### src/rtl/decoder_port_arbiter_pkg.sv
// Shared definitions for the decoded write-port arbiter: FSM state
// encoding and a reference round-robin pick function.
package arb_pkg;

    // Widest requester vector the helper function accepts
    localparam int MAX_NREQ = 8;

    typedef enum logic [1:0] {
        IDLE = 2'd0,
        HOLD = 2'd1,
        DONE = 2'd2
    } arb_state_t;

    // Result of a round-robin pick: winning index plus "anyone requesting"
    typedef struct packed {
        logic       valid;
        logic [2:0] idx;
    } rr_pick_t;

    // Behavioural round-robin pick: the first set bit of req searching
    // ptr, ptr+1, ... modulo nreq. Scanning offsets from high to low
    // lets the smallest offset overwrite the result last and win.
    function automatic rr_pick_t rr_pick(
        input logic [MAX_NREQ-1:0] req,
        input logic [2:0]          ptr,
        input int                  nreq
    );
        rr_pick_t r;
        int       j;
        r.valid = 1'b0;
        r.idx   = '0;
        for (int k = nreq - 1; k >= 0; k--) begin
            j = (int'(ptr) + k) % nreq;
            if (req[j]) begin
                r.valid = 1'b1;
                r.idx   = 3'(j);
            end
        end
        return r;
    endfunction

endpackage

### src/rtl/decoder_port_arbiter_picker.sv
// Combinational round-robin priority picker: rotates the request vector
// so the priority pointer sits at bit 0, finds the first set bit, then
// rotates the winning offset back into an absolute requester index.
module rr_priority_picker #(
    parameter int NREQ = 4
) (
    input  logic [NREQ-1:0]         req,
    input  logic [$clog2(NREQ)-1:0] ptr,
    output logic                    valid,
    output logic [$clog2(NREQ)-1:0] idx
);

    localparam int IDX_W = $clog2(NREQ);

    logic [NREQ-1:0]  w_rot;
    logic             w_found;
    logic [IDX_W-1:0] w_off;

    // Rotate requests right by ptr; NREQ is a power of two, so the
    // IDX_W-bit sum wraps modulo NREQ on its own
    always_comb begin
        w_rot = '0;
        for (int i = 0; i < NREQ; i++) begin
            w_rot[i] = req[IDX_W'(i) + ptr];
        end
    end

    // Find the lowest set bit of the rotated vector; scanning downwards
    // leaves the lowest index as the final assignment
    always_comb begin
        w_found = 1'b0;
        w_off   = '0;
        for (int i = NREQ - 1; i >= 0; i--) begin
            if (w_rot[i]) begin
                w_found = 1'b1;
                w_off   = IDX_W'(i);
            end
        end
    end

    assign valid = w_found;
    assign idx   = w_off + ptr;

endmodule

### src/rtl/decoder_port_arbiter.sv
// Round-robin arbiter and sequencer for one shared, gate-level decoded
// write port. A winning requester's address and data are latched and
// held with port_en high for SETTLE cycles so the decoder tree settles,
// then the requester gets a one-cycle ack and priority rotates past it.
module decoder_port_arbiter
    import arb_pkg::*;
#(
    parameter int NREQ   = 4,
    parameter int ADDR_W = 5,
    parameter int DATA_W = 64,
    parameter int SETTLE = 2
) (
    input  logic                     clk,
    input  logic                     reset,
    input  logic [NREQ-1:0]          req,
    input  logic [NREQ*ADDR_W-1:0]   addr_in,
    input  logic [NREQ*DATA_W-1:0]   data_in,
    output logic [NREQ-1:0]          ack,
    output logic                     port_en,
    output logic [ADDR_W-1:0]        port_addr,
    output logic [DATA_W-1:0]        port_data,
    output logic [$clog2(NREQ)-1:0]  grant_id,
    output logic                     busy
);

    localparam int IDX_W = $clog2(NREQ);
    // Counter holds SETTLE-1 down to 0; keep at least one bit for SETTLE=1
    localparam int CNT_W = (SETTLE > 1) ? $clog2(SETTLE) : 1;

    arb_state_t        r_state;
    logic [IDX_W-1:0]  r_ptr;
    logic [CNT_W-1:0]  r_cnt;
    logic              r_portEn;
    logic [ADDR_W-1:0] r_portAddr;
    logic [DATA_W-1:0] r_portData;
    logic [NREQ-1:0]   r_ack;
    logic [IDX_W-1:0]  r_grant;
    logic              r_busy;

    logic              w_pickValid;
    logic [IDX_W-1:0]  w_pickIdx;

    rr_priority_picker #(
        .NREQ (NREQ)
    ) u_picker (
        .req   (req),
        .ptr   (r_ptr),
        .valid (w_pickValid),
        .idx   (w_pickIdx)
    );

    // Sequencer FSM: grant and latch in IDLE, hold the port in HOLD,
    // pulse ack and rotate the pointer in DONE; every output is registered
    always_ff @(posedge clk) begin
        if (reset) begin
            r_state    <= IDLE;
            r_ptr      <= '0;
            r_cnt      <= '0;
            r_portEn   <= 1'b0;
            r_portAddr <= '0;
            r_portData <= '0;
            r_ack      <= '0;
            r_grant    <= '0;
            r_busy     <= 1'b0;
        end else begin
            case (r_state)
                IDLE: begin
                    r_ack <= '0;
                    if (w_pickValid) begin
                        r_portAddr <= addr_in[int'(w_pickIdx)*ADDR_W +: ADDR_W];
                        r_portData <= data_in[int'(w_pickIdx)*DATA_W +: DATA_W];
                        r_grant    <= w_pickIdx;
                        r_cnt      <= CNT_W'(SETTLE - 1);
                        r_portEn   <= 1'b1;
                        r_busy     <= 1'b1;
                        r_state    <= HOLD;
                    end
                end
                HOLD: begin
                    if (r_cnt == '0) begin
                        r_portEn <= 1'b0;
                        r_ack    <= NREQ'(1) << r_grant;
                        r_state  <= DONE;
                    end else begin
                        r_cnt <= r_cnt - 1'b1;
                    end
                end
                DONE: begin
                    r_ack   <= '0;
                    r_busy  <= 1'b0;
                    r_ptr   <= r_grant + 1'b1;
                    r_state <= IDLE;
                end
                default: begin
                    r_portEn <= 1'b0;
                    r_ack    <= '0;
                    r_busy   <= 1'b0;
                    r_state  <= IDLE;
                end
            endcase
        end
    end

    assign ack       = r_ack;
    assign port_en   = r_portEn;
    assign port_addr = r_portAddr;
    assign port_data = r_portData;
    assign grant_id  = r_grant;
    assign busy      = r_busy;

endmodule

### config.mk
export PLATFORM = sky130hd
export DESIGN_NAME = decoder_port_arbiter
export DESIGN_NICKNAME = d
export VERILOG_FILES = /design/src/rtl/decoder_port_arbiter_pkg.sv /design/src/rtl/decoder_port_arbiter_picker.sv /design/src/rtl/decoder_port_arbiter.sv
export SDC_FILE = /design/constraint.sdc
export NUM_CORES = 1
export LEC_CHECK = 0
export BUFFER_PORTS_ARGS = -buffer_cell sky130_fd_sc_hd__buf_2
export CORE_AREA = 2 2 139 141
export DETAILED_ROUTE_END_ITERATION = 10
export DIE_AREA = 0 0 141 143
export GPL_ROUTABILITY_DRIVEN = 0
export PLACE_DENSITY = 0.85
export SETUP_SLACK_MARGIN = 0.3
export SKIP_CTS_REPAIR_TIMING = 1
export SLEW_MARGIN = 20
export SYNTH_ARGS = -nofsm -noshare
export SYNTH_HDL_FRONTEND = slang
export SYNTH_SLANG_ARGS = --single-unit
### constraint.sdc
create_clock -name clk -period 3.1 [get_ports clk]
set_input_delay 0.775 -clock clk [delete_from_list [all_inputs] [get_ports clk]]
set_output_delay 0.775 -clock clk [all_outputs]
set_load 0.05 [all_outputs]
== Word-level counts from Yosys, hierarchy flattened ==
Cells that the tools add are included.

* Register bits after elaboration: 82
* Memory bits (writable): 0
* Word-level logic and storage cells: 62
* Memories: 0
* Output and inout port bits: 77
* Latch bits: 0
* Memory bits (read-only): 0

* Order comparisons: 4
* Bitwise gates (word level): 2
* Shift operators: 3
* Multiply operators: 1
* $add $sub $neg: 6
* Equality and inequality tests: 4
* Muxes and demuxes: 25
* Div/mod/pow operators: 0
* Reductions and logical operators: 8

{| class="wikitable"
|+ Operators with widths
! kind !! number
|-
| $shiftx A256 B9 Y64 || 1
|-
| $shiftx A20 B6 Y5 || 1
|-
| $lt A2 B3 Y1 const B || 4
|-
| $mux W2 || 6
|-
| $mux W1 || 11
|-
| $bmux W1 S2 || 4
|-
| $reduce_and A2 Y1 || 4
|-
| $mul A2 B3 Y5 const B || 1
|-
| $add A2 B2 Y2 const A || 2
|-
| $pmux W1 S2 || 2
|-
| $pmux W2 S2 || 1
|-
| $shl A1 B2 Y4 const A || 1
|-
| $pmux W1 S3 || 1
|-
| $reduce_and A3 Y1 || 1
|-
| $add A1 B2 Y2 const A || 1
|-
| $add A2 B1 Y2 const B || 1
|-
| $add A2 B2 Y2 || 1
|-
| $eq A2 B1 Y1 const B || 1
|-
| $eq A2 B2 Y1 const B || 1
|-
| $logic_not A2 Y1 || 1
|-
| $ne A2 B1 Y1 const B || 1
|-
| $ne A2 B2 Y1 const B || 1
|-
| $not A1 Y1 || 2
|-
| $reduce_bool A2 Y1 || 1
|-
| other kinds (2) || 2
|}

== Logic depth before layout (Yosys ltp) ==
* Depth in word-level cells: 10
* Mapped depth: 13
* Gate-level depth less buffers: 9

== Cells and area by module ==
From an unflattened synthesis, not the netlist that was laid out.

* Cell total of the unflattened synthesis: 321
* Area, all modules: 4,526.8 um^2

{| class="wikitable"
|+ Modules (own cells, without submodules)
! module !! times used !! seq. area each (um^2) !! cells each !! area an instance (um^2)
|-
| decoder_port_arbiter || 1 || 1,641.6 || 296 || 4,360.4
|-
| rr_priority_picker || 1 || 0.0 || 25 || 166.4
|}

== Worst setup path before layout ==
OpenSTA, ideal clock, no wires.

* Kind: input port to flip-flop
* Start point: in req[2]
* End point: reg r_portAddr[4] (netlist: port_addr[4])
* Data arrival time: 2.926 ns
* Slack: 0.078 ns
* Required time: 3.004 ns
* Path buffers: 4
* Cell stages on the path: 10
* Library setup time: 0.096 ns
* Path through: buf_2 > or4_1 > o2111ai_1 > ha_1 > buf_2 > buf_4 > clkbuf_1 > mux2i_1 > and3_1 > o41ai_2

* Word-level cells in the longest chain between the ends: 9
* Elaborated cells on any way between the ends: 20

{| class="wikitable"
|+ Ends and longest elaborated chain
! item !! RTL line !! text
|-
| start: declaration || decoder_port_arbiter.sv:15 || <nowiki>input logic [NREQ-1:0] req,</nowiki>
|-
| $bmux W1 S2 || decoder_port_arbiter_picker.sv:24 || <nowiki>w_rot[i] = req[IDX_W'(i) + ptr];</nowiki>
|-
| $mux W1 (not written as such) || decoder_port_arbiter_picker.sv:24 ||
|-
| $mux W2 (3 in a row) || decoder_port_arbiter_picker.sv:34 || <nowiki>if (w_rot[i]) begin</nowiki>
|-
| $mux W2 (*) || decoder_port_arbiter_picker.sv:34 ||
|-
| $add A2 B2 Y2 (*) || decoder_port_arbiter_picker.sv:42 || <nowiki>assign idx = w_off + ptr;</nowiki>
|-
| net u_picker.idx[0] || decoder_port_arbiter_picker.sv:10 || <nowiki>output logic [$clog2(NREQ)-1:0] idx</nowiki>
|-
| $mul A2 B3 Y5 (*) || decoder_port_arbiter.sv:70 || <nowiki>r_portAddr <= addr_in[int'(w_pickIdx)*ADDR_W +: ADDR_W];</nowiki>
|-
| $shiftx A20 B6 Y5 (*) || decoder_port_arbiter.sv:70 ||
|-
| end signal: assignment || decoder_port_arbiter.sv:70 ||
|-
| end: declaration || decoder_port_arbiter.sv:34 || <nowiki>logic [ADDR_W-1:0] r_portAddr;</nowiki>
|}

Mark *: on every way through the listed nets, which the timed path passes. The rest lies on a longest branch. The select of a mux whose other input is x is not followed.
A chain may end at the register's enable or synchronous reset.

== Worst setup path after layout ==
* Start point: in req[3]
* End point: reg r_portData[44] (netlist: port_data[44])

* Word-level cells in the longest chain between the ends: 8
* Elaborated cells on any way between the ends: 19

{| class="wikitable"
|+ Ends and longest elaborated chain
! item !! RTL line !! text
|-
| $bmux W1 S2 || decoder_port_arbiter_picker.sv:24 ||
|-
| $mux W1 (not written as such) || decoder_port_arbiter_picker.sv:24 ||
|-
| $mux W2 (3 in a row) || decoder_port_arbiter_picker.sv:34 ||
|-
| $mux W2 (*) || decoder_port_arbiter_picker.sv:34 ||
|-
| $add A2 B2 Y2 (*) || decoder_port_arbiter_picker.sv:42 ||
|-
| net u_picker.idx[0] || decoder_port_arbiter_picker.sv:10 ||
|-
| $shiftx A256 B9 Y64 (*) || decoder_port_arbiter.sv:71 || <nowiki>r_portData <= data_in[int'(w_pickIdx)*DATA_W +: DATA_W];</nowiki>
|-
| end signal: assignment || decoder_port_arbiter.sv:71 ||
|-
| end: declaration || decoder_port_arbiter.sv:35 || <nowiki>logic [DATA_W-1:0] r_portData;</nowiki>
|}

Marked as above.

==> out/qor.yml <==
outcome: "completed"
cts_buffers: 9
r2r-end: "port_data[44]"
cp-start-kind: "primary input"
r2r_cells: 10
drtIter0Drc: 312
grt_setup_unrepaired: "yes"
ant_nets: 0
critical_path_required_ns: 3.33
synth_top_area_share_pct: 28.7
first_global_vias: 7600
cpLargestDelayFamily: "buffers and inverters"
fin_crit_sh_pct: 87.4
synth_area_um2: 7470
ys_seq_area_share_pct: 22.0
final_cells: 1431
multi_input_comb_area_um2: 5380
io_buffers: 358
core_area_um2: 18600
dpl_cell_area_um2: 9650
layout_min_cycle_time_ns: 2.71
final_hold_viol_count: 0
p_leak_nw: 5.40
min_path_cells: 2
grt_pass1_wl_um: 36400
insertion_delay_ns: 0.35
vias: 7764
fmax_mhz: 369
crit_path_max_incr_delay_ns: 0.36
grt.overflow.total: 0
cts_tree: "built"
async_reset_ff_share_pct: 0
synth.area.top_cells: "mux2i_1 (29%), dfxtp_1 (22%), o41ai_2 (15%)"
holdCritPathClass: "flop to flop"
worst_pin_slew_ns: 0.505
synth_top_area_cell: "mux2i_1"
synthCells: 863
root_buffer: "clkbuf_16"
slew-limit-headroom_pct: 66.1
seq_area_um2: 1640
crit_path_max_fanout: 19
use_met1_pct: 25.5
antenna_found_initial: 2
reg2reg_slack_ns: 0.44
ys.flop_type: "dfxtp_1"
crit_slowest_cell: "ha_4"
min_to: "port_data[15]"
r2r_start: "r_ptr[0]"
dieArea_um2: 20200
synth_edf_count: 0
finalSetupViolations: 0
cts.sinks: 82
crit_start: "req[3]"
dp_hpwl_um: 18300
final_area_um2: 10000
max_cap_viol_count: 0
drt_pass1_iterations: 5
synth.ff_latch_count: 82
use_met2_pct: 40.6
fillers: 1595
cp_cell_sequence: "buf_2 -> inv_1 -> and3_1 -> o21ai_0 -> o2111ai_1 -> ha_4 -> buf_12 -> buf_12 -> mux2i_1 -> nand2_1 -> mux2i_1 -> o41ai_2"
critPathKind: "primary input to flop"
synth_nets: 1150
clk_path_buf_depth: 2
ir_drop_uv: 305
use_met3_pct: 4.59
finalMaxSlewViolations: 0
min_from: "port_data[15]"
place_inst: 1413
path_clk_slew_ns: 0.08
wl_per_cell_um: 16.8
synth.distinct_cells: 36
power_density_nw_per_um2: 502
rows: 50
grt_start_max_net_pins: 66
drive_gt1_share_pct: 42.3
worst_clock_skew_ns: 0.0152
yosys_warnings: 0
tns_ns: 0
end_kind: "flop"
die_x_um: 141
io_pins: 359
synthToLayoutAreaGrowth_pct: 33.9
fin_nets: 1478
cp_num_buf_inv: 4
design_power_total_mw: 5.02
vias_per_cell: 5.43
fp.dieH_um: 143
syn_avg_cell_area_um2: 8.66
start_util_pct: 40.2
remaining_drc_errors: 0
htreeDepth: 3
grt_most_used_layer: "met2"
detail_route.wirelength_um: 24000
arrival_ns: 2.94
grt.total_usage_pct: 22.4
## cell usage in the layout, fill, tap and decap left out, types with 2 or more instances in the layout
| master | count |
|---|---|
| buf_2 | 358 |
| nand2_1 | 212 |
| mux2i_1 | 209 |
| and3_1 | 137 |
| dfxtp_1 | 82 |
| o41ai_2 | 68 |
| buf_4 | 33 |
| nor2_1 | 23 |
| buf_12 | 15 |
| clkbuf_16 | 9 |
| inv_1 | 5 |
| mux2i_2 | 5 |
| a21oi_1 | 4 |
| ha_1 | 4 |
| inv_6 | 3 |
| nor3_1 | 2 |
| a211oi_1 | 2 |
| or2b_1 | 2 |
| o32ai_2 | 2 |
| bufinv_16 | 2 |
## report_power, final
part | total [mW] | internal [mW] | leakage [nW] | switching (mW)
Clock | 1.24 | 0.723 | 0.163 | 0.520
Combinational | 2.45 | 0.946 | 4.55 | 1.51
Sequential | 1.33 | 1.22 | 0.679 | 0.104
Total | 5.02 | 2.89 | 5.40 | 2.13
## cells in the mapped netlist (3+ instances only)
cell	number
a21oi_1	4
and3_1	137
buf_1	3
buf_12	8
buf_2	19
buf_4	4
clkbuf_1	52
dfxtp_1	82
ha_1	5
inv_1	5
mux2i_1	214
nand2_1	212
nor2_1	23
o41ai_2	68
## flip-flops by register name, summed over array words and instances, names as in the netlist
name	count
port_en	1
port_addr	5
r_state	2
port_data	64
grant_id	2
busy	1
r_ptr	2
ack	4
r_cnt	1
## worst reg2reg max path: stages, from the launching register on
cell and delay [ns]:
dfxtp_1 0.60, nor3_1 0.12, o21ai_0 0.18, o2111ai_1 0.20, ha_4 0.36, buf_12 0.19, buf_12 0.20, mux2i_1 0.27
nand2_1 0.09, mux2i_1 0.22, o41ai_2 0.12
## layer usage
layer,vias up,share of wire [%],routed length (µm)
met5,-,0.058,14
met4,2,2.6,614
met3,44,6.6,1580
met2,309,50,12100
met1,3619,41,9730
li1,3790,-,-
## how the worst max path moves through the flow
| stage | endpoint | cells after the start |
|---|---|---|
| 6_report | port_data[44] | 12 |
| 3_3_place_gp | port_data[5] | 12 |
| 2_1_floorplan | port_addr[4] | 10 |
| 5_1_grt | port_data[5] | 12 |
| 3_5_place_dp | port_data[5] | 12 |
| 4_1_cts | port_data[39] | 12 |
## cell families (layout without fill, tap and decap cells)
| family | count (synthesis) | count (layout) | synth area share [%] |
|---|---|---|---|
| fa+ha+maj | 5 | 5 | 0.837 |
| xor+xnor | 2 | 2 | 0.235 |
| flops | 82 | 82 | 22.0 |
| mux | 214 | 214 | 28.7 |
| simple gates | 382 | 382 | 24.4 |
| other cells | 0 | 1 | 0 |
| buf+inv | 94 | 427 | 7.34 |
| compound gates | 84 | 84 | 16.6 |
## stage by stage
| stage | hold slack, ns | worst slack (ns) | utilization (%) |
|---|---|---|---|
| 2_1_floorplan | 0.535 | 0.304 | - |
| 6_report | 0.452 | 0.391 | 53.9 |
| 3_5_place_dp | 0.431 | 0.0206 | 51.9 |
| 4_1_cts | 0.453 | 0.341 | 53.7 |
| 5_1_grt | 0.468 | 0.271 | 53.8 |
| 3_3_place_gp | 0.430 | 0.0317 | 51.9 |
## final cells by class
| class | instances | share of cell area (%) |
|---|---|---|
| Timing Repair Buffer | 406 | 23.4 |
| Inverter | 5 | 0.188 |
| Multi-Input combinational cell | 687 | 53.8 |
| Tap cell | 234 | 2.93 |
| Clock inverter | 7 | 1.06 |
| Antenna cell | 1 | 0.0250 |
| Sequential cell | 82 | 16.4 |
| Clock buffer | 9 | 2.25 |
(Power assumes the default switching activity.)
